[src/rtl/exc_entry_ctrl.sv]
// Exception entry/return sequencer driving regfile, CPSR/SPSR and PC strobes.
// Optional build macro EXC_PENDING_LATCH_EN makes und/swi requests sticky while busy.
module exc_entry_ctrl #(
  parameter logic [31:0] VEC_BASE   = 32'h0000_0000,
  parameter logic [31:0] IRQ_LR_OFS = 32'd4
) (
  input  logic        clk,
  input  logic        rst,
  input  logic        fiq_req,
  input  logic        irq_req,
  input  logic        und_req,
  input  logic        swi_req,
  input  logic        ret_req,
  input  logic [31:0] CPSR,
  input  logic [31:0] ret_pc,
  input  logic [31:0] lr_in,
  output logic [2:0]  Change_M,
  output logic        W_SPSR_s,
  output logic        Write_SPSR,
  output logic [2:0]  W_CPSR_s,
  output logic        Write_CPSR,
  output logic        Write_Reg,
  output logic [3:0]  W_Addr,
  output logic [31:0] W_Data,
  output logic        Write_PC,
  output logic [31:0] PC_New,
  output logic        busy,
  output logic [3:0]  ack
);

  // state   | meaning
  // S_IDLE  | arbitrate requests, grant one exception or a return
  // S_SAVE  | SPSR <= CPSR, LR <= return address
  // S_SWITCH| CPSR <= exception mode value
  // S_VECTOR| PC <= vector
  // S_RET   | CPSR <= SPSR, PC <= LR
  typedef enum logic [2:0] {
    S_IDLE   = 3'd0,
    S_SAVE   = 3'd1,
    S_SWITCH = 3'd2,
    S_VECTOR = 3'd3,
    S_RET    = 3'd4
  } state_t;

  typedef enum logic [1:0] {
    C_FIQ = 2'd0,
    C_IRQ = 2'd1,
    C_UND = 2'd2,
    C_SWI = 2'd3
  } cls_t;

  state_t state;
  cls_t   cls;

  logic   und_src, swi_src;
  logic   fiq_elig, irq_elig;
  logic   take;
  cls_t   take_cls;

  function automatic logic [2:0] mode_code(input cls_t c);
    case (c)
      C_FIQ:   mode_code = 3'd1;
      C_IRQ:   mode_code = 3'd2;
      C_SWI:   mode_code = 3'd3;
      default: mode_code = 3'd4;
    endcase
  endfunction

  function automatic logic [2:0] cpsr_sel(input cls_t c);
    case (c)
      C_FIQ:   cpsr_sel = 3'd3;
      C_IRQ:   cpsr_sel = 3'd2;
      C_SWI:   cpsr_sel = 3'd4;
      default: cpsr_sel = 3'd5;
    endcase
  endfunction

  function automatic logic [31:0] vec_ofs(input cls_t c);
    case (c)
      C_FIQ:   vec_ofs = 32'h1C;
      C_IRQ:   vec_ofs = 32'h18;
      C_SWI:   vec_ofs = 32'h08;
      default: vec_ofs = 32'h04;
    endcase
  endfunction

  function automatic logic [3:0] ack_bit(input cls_t c);
    case (c)
      C_FIQ:   ack_bit = 4'b1000;
      C_IRQ:   ack_bit = 4'b0100;
      C_UND:   ack_bit = 4'b0010;
      default: ack_bit = 4'b0001;
    endcase
  endfunction

`ifdef EXC_PENDING_LATCH_EN
  logic und_pend, swi_pend;
  logic grant;

  assign grant = (state == S_IDLE) && take;

  // Capture on any cycle; the granted bit is cleared by its own ack.
  always_ff @(posedge clk) begin
    if (rst) begin
      und_pend <= 1'b0;
      swi_pend <= 1'b0;
    end else begin
      if (grant && take_cls == C_UND) und_pend <= 1'b0;
      else if (und_req)               und_pend <= 1'b1;
      if (grant && take_cls == C_SWI) swi_pend <= 1'b0;
      else if (swi_req)               swi_pend <= 1'b1;
    end
  end

  assign und_src = und_req | und_pend;
  assign swi_src = swi_req | swi_pend;
`else
  assign und_src = und_req;
  assign swi_src = swi_req;
`endif

  assign fiq_elig = fiq_req & ~CPSR[6];
  assign irq_elig = irq_req & ~CPSR[7];

  always_comb begin
    take     = 1'b1;
    take_cls = C_SWI;
    if (fiq_elig)      take_cls = C_FIQ;
    else if (irq_elig) take_cls = C_IRQ;
    else if (und_src)  take_cls = C_UND;
    else if (swi_src)  take_cls = C_SWI;
    else               take     = 1'b0;
  end

  // Outputs are loaded with the values belonging to the state being entered.
  always_ff @(posedge clk) begin
    if (rst) begin
      state      <= S_IDLE;
      cls        <= C_FIQ;
      Change_M   <= 3'd0;
      W_SPSR_s   <= 1'b0;
      Write_SPSR <= 1'b0;
      W_CPSR_s   <= 3'd0;
      Write_CPSR <= 1'b0;
      Write_Reg  <= 1'b0;
      W_Addr     <= 4'd0;
      W_Data     <= 32'd0;
      Write_PC   <= 1'b0;
      PC_New     <= 32'd0;
      busy       <= 1'b0;
      ack        <= 4'd0;
    end else begin
      Change_M   <= 3'd0;
      W_SPSR_s   <= 1'b0;
      Write_SPSR <= 1'b0;
      W_CPSR_s   <= 3'd0;
      Write_CPSR <= 1'b0;
      Write_Reg  <= 1'b0;
      W_Addr     <= 4'd0;
      W_Data     <= 32'd0;
      Write_PC   <= 1'b0;
      PC_New     <= 32'd0;
      busy       <= 1'b0;
      ack        <= 4'd0;
      case (state)
        S_IDLE: begin
          if (take) begin
            state      <= S_SAVE;
            cls        <= take_cls;
            ack        <= ack_bit(take_cls);
            Change_M   <= mode_code(take_cls);
            Write_SPSR <= 1'b1;
            W_SPSR_s   <= 1'b1;
            Write_Reg  <= 1'b1;
            W_Addr     <= 4'd14;
            W_Data     <= (take_cls == C_FIQ || take_cls == C_IRQ) ?
                          ret_pc + IRQ_LR_OFS : ret_pc;
            busy       <= 1'b1;
          end else if (ret_req) begin
            state      <= S_RET;
            Write_CPSR <= 1'b1;
            Write_PC   <= 1'b1;
            PC_New     <= lr_in;
            busy       <= 1'b1;
          end
        end
        S_SAVE: begin
          state      <= S_SWITCH;
          Change_M   <= mode_code(cls);
          Write_CPSR <= 1'b1;
          W_CPSR_s   <= cpsr_sel(cls);
          busy       <= 1'b1;
        end
        S_SWITCH: begin
          state    <= S_VECTOR;
          Write_PC <= 1'b1;
          PC_New   <= VEC_BASE + vec_ofs(cls);
          busy     <= 1'b1;
        end
        default: state <= S_IDLE;
      endcase
    end
  end

endmodule

[config.mk]
export PLATFORM = sky130hd
export DESIGN_NAME = exc_entry_ctrl
export DESIGN_NICKNAME = d
export VERILOG_FILES = /design/src/rtl/exc_entry_ctrl.sv
export SDC_FILE = /design/constraint.sdc
export NUM_CORES = 1
export LEC_CHECK = 0
export CORE_ASPECT_RATIO = 0.8
export CORE_MARGIN = 1.5
export CORE_UTILIZATION = 30
export DETAILED_ROUTE_END_ITERATION = 6
export PLACE_DENSITY_LB_ADDON = 0.05
export REMOVE_ABC_BUFFERS = 1
export SLEW_MARGIN = 10
export SYNTH_ARGS = -nofsm -noshare
export SYNTH_HDL_FRONTEND = slang
export SYNTH_SLANG_ARGS = --single-unit
[constraint.sdc]
create_clock -name clk -period 2.8 [get_ports clk]
set_input_delay 0.56 -clock clk [delete_from_list [all_inputs] [get_ports clk]]
set_output_delay 0.56 -clock clk [all_outputs]
set_load 0.02 [all_outputs]
# == Word level (Yosys, flattened, before mapping) ==
# Index checks and enable logic that the tools add are counted.
# word_totals
mem_bits_rw,0
regBits,87
latchBits,0
mem_bits_ro,0
n_memories,0
wordCells,66
output_inout_bits,84
in_bits,103
# op_classes
n_addsub,1
eq_ne,8
shift,0
n_reduce_logical,9
mul,0
n_div,0
muxes,29
bitwise,7
order_cmp,0
# op_table
operator,n
2-to-1 mux 32 bit,3
one-hot mux 32 bit (2 select lines),1
one-hot mux 3 bit (3 select lines),4
adder 32 x 3 -> 32 bit (second input constant),1
one-hot mux 5 bit (3 select lines),1
one-hot mux 4 bit (3 select lines),1
2-to-1 mux 1 bit,9
2-to-1 mux 3 bit,3
== test 2 bit (second input constant),3
one-hot mux 1 bit (2 select lines),3
one-hot mux 3 bit (2 select lines),1
OR reduction 2 bit,3
NOT 1 bit,5
== test 2 x 1 -> 1 bit (second input constant),2
logical NOT 2 bit,2
2-to-1 mux 2 bit,2
2-to-1 mux 4 bit,1
== test 3 x 1 -> 1 bit (second input constant),1
== test 3 x 2 -> 1 bit (second input constant),1
logical NOT 3 bit,1
!= test 3 bit (second input constant),1
OR reduction 3 bit,1
AND 1 bit,2
AND reduction 2 bit,1
logical OR 1 bit,1

# == Depth between registers and ports, before layout ==
# logic_depth
ltp_word,8
ltp_mapped,7

# == Worst setup path before layout ==
# No wires, ideal clock.
# synth_timing
path_kind,input-to-reg
from,input CPSR[7]
to,register W_Data[30]
n_path_buf,2
setup_ns,0.072
stages,6
arrival_ns,1.939
setup_slack_ns,0.789
path_cell_list,nand2b_1 -> buf_2 -> a2111o_1 -> buf_2 -> nor4_1 -> mux2i_1
# synth_between
elab_chain_len,7
# synth_lines
element,line_no,text
"start, declared",14,"input logic [31:0] CPSR,"
NOT 1 bit *,123,assign irq_elig = irq_req & ~CPSR[7];
AND 1 bit *,123,
2-to-1 mux 2 bit,129,else if (irq_elig) take_cls = C_IRQ;
2-to-1 mux 2 bit,128,if (fiq_elig) take_cls = C_FIQ;
== test 2 x 1 -> 1 bit or logical NOT 2 bit (tied branches),176,W_Data <= (take_cls == C_FIQ || take_cls == C_IRQ) ?
logical OR 1 bit,176,
2-to-1 mux 32 bit,176,
"end signal, assigned",176,
"end, declared",24,"output logic [31:0] W_Data,"
# Every way passes the cells marked *; elsewhere a longest branch is shown, timed or not.
# A chain may end at the register's enable or synchronous reset.

# == Worst setup path after layout ==
# layout_timing
from,input ret_pc[8]
to,register W_Data[28]
# layout_between
elab_chain_len,2
# layout_lines
element,line_no,text
"start, declared",15,"input logic [31:0] ret_pc,"
adder 32 x 3 -> 32 bit,177,ret_pc + IRQ_LR_OFS : ret_pc;
2-to-1 mux 32 bit,176,
# Every way passes these cells.

==> results <==
- The multi-input combinational cells in the finished layout cover a total of about 0.0014 mm².
- The share of total power dissipated in combinational logic is 0.243.
- The proportion of synthesized flip-flops having asynchronous set or reset is 0.
- The number of buffers created by CTS is 9.
- Setup total negative slack on the finished layout was measured at 0 ps.
- The number of setup buffers added after CTS is 0.
- The critical path buffer and inverter count is 2.
- Summing over every cut layer, the via total after detailed routing is 2951.
- In this run the mean area of a mapped cell was 9.37 µm².
- The startpoint identified for the worst register-to-register timing path is state[2]$_SDFFE_PP0P_.
- The biggest area contributor in the post-synthesis netlist is dfxtp_1.
- The post-route fraction of the period consumed by the critical path is 0.832.
- For this design, the sink count on the clock tree is slightly above 80.
- The worst register-to-register path has a depth of 4.
- Routability-driven placement finished with a final weighted congestion of 0.796.
- The synthesized netlist cell count is 340.
- Gates resized during post-CTS repair numbered 0.
- The final layout contains between 600 and 700 nets.
- In the synthesized netlist the dominant register cell turns out to be dfxtp_1.
- For this run, the share of the core covered by cells in the final layout is 0.508.
- The total number of cells along the worst setup path is 6.
- In the post-route analysis, the smallest setup slack over all paths is 471 ps.
- Setup repair after global routing left no endpoint under its margin.
- The share of total power consumed by net switching is 0.287.
- After filler insertion, the fill cell instance count of the layout stands at 945.
- For the finished layout, the period the worst path requires is 2330 ps.
- The worst setup path is captured at a flop.
- The root buffer cell is clkbuf_16.
- The synthesized flop and latch total is 83.
- The clock latency at the later pin of the worst-skew pair is 340 ps.
- The critical path goes through clkdlybuf4s50_1, nand4_1, a2111o_1, buf_4, or4_1, a21oi_1.
- After floorplanning, the core was divided into 33 placement rows.
- For this run, design rule violations remaining after detail routing come to 0.
- In this run the worst setup path terminates at W_Data[28]$_SDFF_PP0_.
- Using the TritonRoute via totals, the vias-per-cell ratio works out to 4.58.
- The signal arrival time at the worst endpoint is approximately 2600 ps.
- The minimum setup slack among reg-to-reg paths is about 1100 ps.
- The area added between synthesis and finish is 64.1%.
- For the final database, setup skew stands at between 4 and 5 ps.
- The worst slack at placement is 128 ps.
- The ratio of total power to cell area is 643 mW/mm².
- The count of pins over their slew limit came to 0.
- The run finished with clean final reports.
- In the global route stage, overall resource usage came out at 0.158.
- The final-report setup violation count is 0.
- The worst setup path is launched from a primary input.
- At the worst endpoint, the required time is 3070 ps.
- Across the VDD grid, the largest voltage drop is between 0.3 and 0.4 mV.
- Summed over all layers, the routed wires come to 8710 µm.
- The number of antenna violations at the first check in global routing is 0.
- The slew at the pin with the worst max-slew slack is approximately 640 ps.
- Registers take 0.00166 mm².
- The effective utilization at floorplan is 0.310.
- In this run the tightest slew margin relative to its limit is 0.572.
- The height of the die is ~95 µm.
- The die covers 0.0112 mm².
- The total congestion overflow after global routing is 0.
- The share of synthesized area in the top cell type comes to 0.522.
- Clock-pin slew was measured on the worst setup and hold paths at 60 ps.
- The sequential fraction of the synthesis area is 0.522.
- The hold violation count in the final report is 0.
- The clock tree from TritonCTS is done.
- The count of nets left with antenna violations once routing finished came out at 0.
- The average wire length per cell after detail routing is 13.5 µm.
- Along the worst path, the maximum fanout reaches 16.
- In this run the deepest clock path goes through 2 buffers.
- The number of enable flip-flop cells after synthesis is 0.
- The share of total power in sequential cells is 0.402.
- The detailed-routing iteration count for the pre-antenna-repair pass is 4.
- The maximum frequency from static timing analysis is between 0.4 and 0.5 GHz.
- The standard cell with the maximum stage delay on the critical path is clkdlybuf4s50_1.
- The first global-routing pass estimated between 10000 and 15000 µm of wire.
- The launch point of the worst path is ret_pc[8].
- The total half-perimeter wirelength after legalization and detailed placement is 6510 µm.
- The H-tree generated during clock tree synthesis spans 3 levels.
- The via count of the first global-routing pass is 2730.
- Of the total power, the clock network draws 0.355.
- Entering global routing, the biggest net connects 32 pins.
- The synthesized netlist occupies a cell area of 0.00318 mm².
- The die width is between 100 and 150 µm.
- The detailed router finished its first iteration with 145 violations.
- The distinct cell type count after synthesis is 35.
- The count of hold-fix buffers inserted at cts is 0.
- Pin placement for this block handled 187 I/O pins.
- The leakage power of the design is 1.95 nW.
- Of the cells placed in the final design, the portion with a size suffix greater than 1 is 0.0752.
- The largest incremental delay on the critical path is roughly 520 ps.
- The switching power summed over all nets is 0.964 mW.
- The cell internal power dissipation is 2.40 mW.
- Yosys printed 0 warnings.
- The placeable core region is 0.0103 mm².
- The number of max-cap violations is 0.
- The antenna cell count is 0.
- The number of port buffers is 155.
- The endpoint identified for the worst register-to-register timing path is ack[0]$_SDFF_PP0_.
- The tightest min-delay check is of the flop to flop type.
- The class of the most critical setup path is primary input to flop.
- After synthesis, the cell types taking the most area are dfxtp_1 52%, and2_1 6.5%, a21oi_1 4.4%, or4_1 3.8%, o31ai_1 3.3%.
- Broken down by cell family, the worst path's largest delay share belongs to simple AND/OR/NAND/NOR gates.
-- cells in the final DEF, fill, tap and decap left out, types with 2 or more instances in the layout --
cell type	synthesis	routed
buf_4	6	16
nand3_1	7	7
xor2_1	2	2
ha_1	7	7
and2_1	33	33
nand2b_1	6	6
nor3_1	5	4
nor4_1	2	2
clkinvlp_4	0	2
clkbuf_16	0	9
xnor2_1	5	5
o31ai_1	14	14
inv_6	0	2
clkdlybuf4s50_1	0	155
o2111ai_1	2	2
nand4_1	7	7
nor2_1	26	26
dfxtp_1	83	83
a31oi_1	3	3
o21ai_0	9	9
inv_1	15	15
a21oi_1	28	28
mux2i_1	2	2
or2_2	3	3
nand2_1	16	16
a2111o_1	3	3
or3_1	14	14
nor2b_1	2	2
or4_1	16	16
-- through the flow --
stage / hold WS [ps] / instances / area (µm²) / total power [mW]
final: 537 / 645 / 5230 / 3.36
after global routing: 562 / 645 / 5230 / 3.54
after CTS: 534 / 645 / 5230 / 3.41
after detailed placement: 522 / 629 / 4920 / 2.20
after global placement: 504 / 629 / 4920 / 2.19
after floorplan: 478 / 318 / 3070 / 1.75
-- state kept, by name (all words and copies together), names as in the netlist --
name	cells
PC_New	32
W_Data	32
ack	4
Change_M	3
W_CPSR_s	3
state	3
cls	2
W_Addr	1
Write_CPSR	1
Write_PC	1
busy	1
-- tightest hold or removal path, cell delays in order (launching register included) --
cell	delay (ps)
dfxtp_1	340
nand2b_1	80
a21oi_1	60
-- area by class of cell --
type                            instances  share of cell area
Multi-Input combinational cell        220               0.260
Inverter                               15              0.0108
Tap cell                              140              0.0335
Clock inverter                          7              0.0146
Timing Repair Buffer                  171               0.320
Sequential cell                        83               0.318
Clock buffer                            9              0.0431
-- per-layer routing --
| layer | vias up | GRT usage | routed length (µm) |
|---|---|---|---|
| met4 | 0 | 0.0600 | 120 |
| met5 | - | 0 | 0 |
| met1 | 1331 | 0.210 | 4140 |
| met3 | 12 | 0.0520 | 543 |
| li1 | 1497 | - | - |
| met2 | 111 | 0.237 | 3900 |
-- cell usage after synthesis, types with 7 or more instances --
master     n
o31ai_1   14
and2_1    33
o21ai_0    9
inv_1     15
nor2_1    26
or4_1     16
nand2_1   16
a21oi_1   28
nand3_1    7
nand4_1    7
ha_1       7
dfxtp_1   83
or3_1     14
clkbuf_1  11
-- power groups by stage --
stage	registers, mW	clock network, mW	logic, mW
after floorplan	1.52	0	0.226
after global placement	1.38	0	0.813
after detailed placement	1.38	0	0.819
after CTS	1.35	1.24	0.823
after global routing	1.37	1.29	0.879
final	1.35	1.19	0.815
-- cell families (layout without fill, tap and decap cells) --
family,after synthesis,after routing,synth area share
compound gates,62,62,0.122
xor+xnor,7,7,0.0193
fa+ha+maj,7,7,0.0275
buf+inv,37,202,0.0526
flops,83,83,0.522
mux,2,2,0.00629
other cells,1,1,0.00118
simple gates,141,141,0.250
-- worst min path at each step --
stage | start | cells after the start | slack, ps | end
6_report | cls[0]$_SDFFE_PP0P_ | 2 | 540 | cls[0]$_SDFFE_PP0P_
5_1_grt | cls[0]$_SDFFE_PP0P_ | 2 | 560 | cls[0]$_SDFFE_PP0P_
4_1_cts | cls[0]$_SDFFE_PP0P_ | 2 | 530 | cls[0]$_SDFFE_PP0P_
3_5_place_dp | cls[0]$_SDFFE_PP0P_ | 2 | 520 | cls[0]$_SDFFE_PP0P_
3_3_place_gp | cls[0]$_SDFFE_PP0P_ | 2 | 500 | cls[0]$_SDFFE_PP0P_
2_1_floorplan | cls[0]$_SDFFE_PP0P_ | 2 | 480 | cls[0]$_SDFFE_PP0P_
Note: power is estimated with default switching activity, not from simulation.
